`src/rtl/uartm_ahb_pkg.sv`:
```
// Shared encodings for the UART-side AHB-lite master arbiter.
package uartm_ahb_pkg;

  typedef enum logic [1:0] {
    ST_IDLE,
    ST_ADDR,
    ST_DATA
  } state_t;

  localparam logic [1:0] HTRANS_IDLE   = 2'b00;
  localparam logic [1:0] HTRANS_NONSEQ = 2'b10;
  localparam logic [3:0] HSIZE_WORD    = 4'b0010;

endpackage

```
`src/rtl/uartm_rr_arb2.sv`:
```
// Two-way round-robin pick: a lone request wins, on a tie the requester that did not win last time wins.
module uartm_rr_arb2 (
  input  logic [1:0] req,
  input  logic       last,
  output logic       valid,
  output logic       winner
);

  assign valid  = |req;
  assign winner = (&req) ? ~last : req[1];

endmodule

```
`src/rtl/uartm_ahb_arb.sv`:
```
// Shares one AHB-lite master port between two requesters; one single-beat word NONSEQ per grant,
// with wait-state timeout and per-requester read data / error return.
module uartm_ahb_arb
  import uartm_ahb_pkg::*;
#(
  parameter int TIMEOUT_CYC = 256,
  parameter int TO_W        = 9
) (
  input  logic        hclk,
  input  logic        hreset,
  input  logic        req0,
  input  logic [31:0] addr0,
  input  logic        write0,
  input  logic [31:0] wdata0,
  output logic        gnt0,
  output logic        done0,
  output logic [31:0] rdata0,
  output logic        err0,
  input  logic        req1,
  input  logic [31:0] addr1,
  input  logic        write1,
  input  logic [31:0] wdata1,
  output logic        gnt1,
  output logic        done1,
  output logic [31:0] rdata1,
  output logic        err1,
  output logic [31:0] haddr,
  output logic [1:0]  htrans,
  output logic        hwrite,
  output logic [31:0] hwdata,
  output logic [3:0]  hsize,
  input  logic [31:0] hrdata,
  input  logic        hready,
  input  logic        hresp,
  output logic        timeout
);

  state_t          state;
  logic            last;
  logic            owner;
  logic [TO_W-1:0] wait_cnt;
  logic            valid;
  logic            winner;
  logic            at_limit;
  logic            abort;
  logic            finish;

  uartm_rr_arb2 u_pick (
    .req    ({req1, req0}),
    .last   (last),
    .valid  (valid),
    .winner (winner)
  );

  assign hsize    = HSIZE_WORD;
  assign at_limit = (wait_cnt == TO_W'(TIMEOUT_CYC - 1));
  assign abort    = ((state == ST_ADDR) || (state == ST_DATA)) && !hready && at_limit;
  assign finish   = (state == ST_DATA) && hready;

  always_ff @(posedge hclk) begin
    if (hreset) begin
      state    <= ST_IDLE;
      last     <= 1'b1;
      owner    <= 1'b0;
      wait_cnt <= '0;
      htrans   <= HTRANS_IDLE;
      haddr    <= '0;
      hwrite   <= 1'b0;
      hwdata   <= '0;
      gnt0     <= 1'b0;
      gnt1     <= 1'b0;
      done0    <= 1'b0;
      done1    <= 1'b0;
      err0     <= 1'b0;
      err1     <= 1'b0;
      rdata0   <= '0;
      rdata1   <= '0;
      timeout  <= 1'b0;
    end else begin
      gnt0    <= 1'b0;
      gnt1    <= 1'b0;
      done0   <= 1'b0;
      done1   <= 1'b0;
      timeout <= 1'b0;
      // Completion and timeout share the return path; err is forced on abort.
      if (finish || abort) begin
        done0   <= ~owner;
        done1   <= owner;
        timeout <= abort;
        htrans  <= HTRANS_IDLE;
        state   <= ST_IDLE;
        if (owner) err1 <= abort | hresp;
        else       err0 <= abort | hresp;
        if (finish && !hwrite) begin
          if (owner) rdata1 <= hrdata;
          else       rdata0 <= hrdata;
        end
      end else begin
        case (state)
          ST_IDLE: begin
            htrans <= HTRANS_IDLE;
            if (valid) begin
              haddr    <= winner ? addr1  : addr0;
              hwrite   <= winner ? write1 : write0;
              hwdata   <= winner ? wdata1 : wdata0;
              htrans   <= HTRANS_NONSEQ;
              gnt0     <= ~winner;
              gnt1     <= winner;
              last     <= winner;
              owner    <= winner;
              wait_cnt <= '0;
              state    <= ST_ADDR;
            end
          end
          ST_ADDR: begin
            if (hready) begin
              htrans <= HTRANS_IDLE;
              state  <= ST_DATA;
            end else begin
              wait_cnt <= wait_cnt + 1'b1;
            end
          end
          ST_DATA: wait_cnt <= wait_cnt + 1'b1;
          default: state <= ST_IDLE;
        endcase
      end
    end
  end

endmodule

```
`config.mk`:
```
export PLATFORM = sky130hd
export DESIGN_NAME = uartm_ahb_arb
export DESIGN_NICKNAME = d
export VERILOG_FILES = /design/src/rtl/uartm_ahb_pkg.sv /design/src/rtl/uartm_rr_arb2.sv /design/src/rtl/uartm_ahb_arb.sv
export SDC_FILE = /design/constraint.sdc
export NUM_CORES = 1
export LEC_CHECK = 0
export BUFFER_PORTS_ARGS = -buffer_cell sky130_fd_sc_hd__buf_2
export CORE_UTILIZATION = 40
export CTS_CLUSTER_DIAMETER = 30
export DETAILED_ROUTE_END_ITERATION = 16
export PLACE_DENSITY = 0.71
export SLEW_MARGIN = 20
export SYNTH_ARGS = -nofsm -noshare
export SYNTH_HDL_FRONTEND = slang
export SYNTH_SLANG_ARGS = --single-unit
```
`constraint.sdc`:
```
create_clock -name hclk -period 2.2 [get_ports hclk]
set_input_delay 0.11 -clock hclk [delete_from_list [all_inputs] [get_ports hclk]]
set_output_delay 0.11 -clock hclk [all_outputs]
set_load 0.02 [all_outputs]
```
==> flow_summary.yaml <==
global_route:
  track_usage: 0.214
  grt_pass1_wl_mm: 27.3
  grt_max_degree: 69
  grt_overflow: 0
  first_global_vias: 5577
  antenna_found_initial: 0
synthesis:
  synth_area_per_cell_um2: 9.02
  syn-instance-count: 699
  synthesis.area_um2: 6310
  synth_warnings: 0
  seq_area_frac_synth: 0.476
  synth.distinct_cells: 38
  yosys_register_bits: 150
placement:
  pre_cts_ws_ns: 0.163
  post_dp_cell_area_um2: 8060
  routabilityCongestion: 0.842
  place_inst: 1179
  io_buffers: 304
  dpl.hpwl_mm: 12.7
routing:
  detail-route-antenna-nets: 0
  routed_wirelength_mm: 17.8
  vias_per_cell: 4.84
  drtPass1Iterations: 4
  drt_iter0_drc: 281
  drt-wirelength-per-cell_um: 14.3
  drc: 0
  vias: 6004
clock_tree:
  cts_setup_buffers: 0
  cts-buffers-inserted: 17
  clkSinkCount: 150
  clock_latency_ns: 0.41
  h-tree-depth: 4
  cts_tree: "built"
  clkTransAtPathRegs_ns: 0.06
  cts_buffer_depth: 2
  cts_root_buf: "clkbuf_16"
pwr:
  p_per_area_nw_per_um2: 1130
  leakage_nw: 4.05
  ir_drop_mv: 0.606
finish:
  fin_cells: 1241
  final_nets: 1194
  n_fill_cell: 1368
  mostFrequentLayoutCell: "buf_2"
  final_design_area_no_fill_um2: 8960
  layout_common_cells: "buf_2 (303), dfxtp_1 (150), nand2_1 (136)"
  syn2layout_area_growth_pct: 42.1
  diodes: 0
  drive_gt1_frac: 0.386
timing:
  worstMarginPinSlew_ns: 0.604
  finClkSkew_ns: 0.00956
  setup_ws_ns: 0.161
  finalSetupViolations: 0
  setup_tns_ns: 0
  max-slew-margin-rel: 0.596
  whs_ns: 0.0409
  fmax_mhz: 490
  rsz0062_at_grt: "false"
  period_needed_ns: 2.04
  final_hold_viol_count: 0
  min_period_over_period: 0.927
  final_max_slew_viol_count: 0
floorplan:
  rows: 45
  pin_count: 310
  die_area_um2: 16300
  coreArea_um2: 15300
  start_util: 0.412
  die_w_um: 128
  die_h_um: 128
setup_path:
  cp.required_ns: 2.52
  r2r-start: "wait_cnt[0]$_SDFFE_PP0P_"
  r2r_slack_ns: 0.16
  worstSetupStartpointType: "flip-flop"
  reg2reg_to: "hwdata[12]$_SDFFE_PP0P_"
  startpoint: "wait_cnt[0]$_SDFFE_PP0P_"
  worst_setup_path_end_kind: "flip-flop"
  worst-path-max-fanout: 68
  reg2reg_depth: 9
  crit_type: "flip-flop to flip-flop"
  arrival_ns: 2.36
run:
  drv_cap: 0
hold_path:
  hold_depth: 3
  hold_path_class: "input port to flip-flop"
  holdCritStartpoint: "wdata0[7]"
  hold_end: "hwdata[7]$_SDFFE_PP0P_"
status:
  status: "complete, no violations"
area by class of cell:
cell class | instances | area [µm²] | area share
Inverter | 7 | 26.3 | 0.00293
Multi-Input combinational cell | 484 | 3020 | 0.336
Timing Repair Buffer | 359 | 2090 | 0.233
Tap cell | 211 | 264 | 0.0294
Clock inverter | 11 | 125 | 0.0140
Sequential cell | 150 | 3000 | 0.335
Clock buffer | 19 | 443 | 0.0494
state kept, by name, indices dropped and copies added (netlist names), 2 cells and up:
signal	count
state	2
haddr	32
wait_cnt	9
rdata0	32
rdata1	32
hwdata	32
layer usage:
layer,up-vias,track usage,part of all wire
met3,29,0.0557,0.053
met1,2736,0.241,0.42
met5,-,0,0
met2,185,0.385,0.51
met4,0,0.0830,0.022
li1,3054,-,-
worst max-delay path by stage:
stage	end	slack (ns)
2_1_floorplan	haddr[0]$_SDFFE_PP0P_	0.26
3_3_place_gp	gnt1$_SDFF_PP0_	0.25
5_1_grt	hwdata[1]$_SDFFE_PP0P_	0.006
4_1_cts	haddr[25]$_SDFFE_PP0P_	0.17
3_5_place_dp	hwdata[12]$_SDFFE_PP0P_	0.16
6_report	hwdata[12]$_SDFFE_PP0P_	0.16
Yosys cell counts:
library cell  count  area (µm²)
a211oi_2         32         400
nor3_1            6        30.0
nand3b_1          2        15.0
a211oi_1         34         255
or2_2             1        6.26
conb_1            2        7.51
ha_1              7        87.6
a211o_1           1        8.76
and3b_1           1        8.76
o21bai_1          1        7.51
o21a_1            1        7.51
clkbuf_1         30         113
and4b_1           2        20.0
nand3b_4          1        20.0
buf_4            10        75.1
o32ai_1           3        26.3
and4_1            1        8.76
nor2b_1           2        12.5
nand2_2           1        6.26
o31a_1            1        8.76
buf_6             2        22.5
nor3b_2           1        12.5
nor2_1           72         270
a21boi_2          1        11.3
nand4_1           4        25.0
nor3b_1           2        15.0
nand3_1           6        30.0
a21oi_1          79         395
o21ai_0           4        20.0
mux2i_1          67         671
dfxtp_1         150        3000
a311oi_1          1        8.76
or3b_2            1        8.76
nand2_1         136         510
nand4b_1          3        26.3
buf_2            19        95.1
or3_1             5        31.3
inv_1             7        26.3
repair_timing:
action	CTS	global route
gates resized for setup	0	3
hold buffers	32	0
hold endpoints to repair	64	0
setup endpoints to repair	0	2
metrics by stage:
step	total power, W	utilization
after floorplan	0.00621	-
after global placement	0.00725	0.526
after detailed placement	0.00733	0.526
after CTS	0.0102	0.584
after global routing	0.0107	0.585
final	0.0101	0.585
cells by family after synthesis:
family / Yosys count / synth area share
AND/OR/NAND/NOR: 247 / 0.168
AO/OA/AOI/OAI: 158 / 0.182
flip-flops: 150 / 0.476
buffers and inverters: 68 / 0.0526
multiplexers: 67 / 0.106
adder cells (fa/ha/maj): 7 / 0.0139
other: 2 / 0.00119
worst max-delay path, stage by stage, from the launching register on:
cell,delay (ns)
dfxtp_1,0.33
ha_1,0.24
nand4_1,0.11
nor2_1,0.06
ha_1,0.21
nand3b_4,0.11
and4b_4,0.29
buf_12,0.28
nor2_1,0.08
a211oi_1,0.21
power by group:
part | switching, W | leakage (nW) | internal, W
sequential | 0.000304 | 1.23 | 0.00329
combinational | 0.00233 | 2.55 | 0.00141
clock | 0.00109 | 0.276 | 0.00169
(Power assumes the default switching activity.)
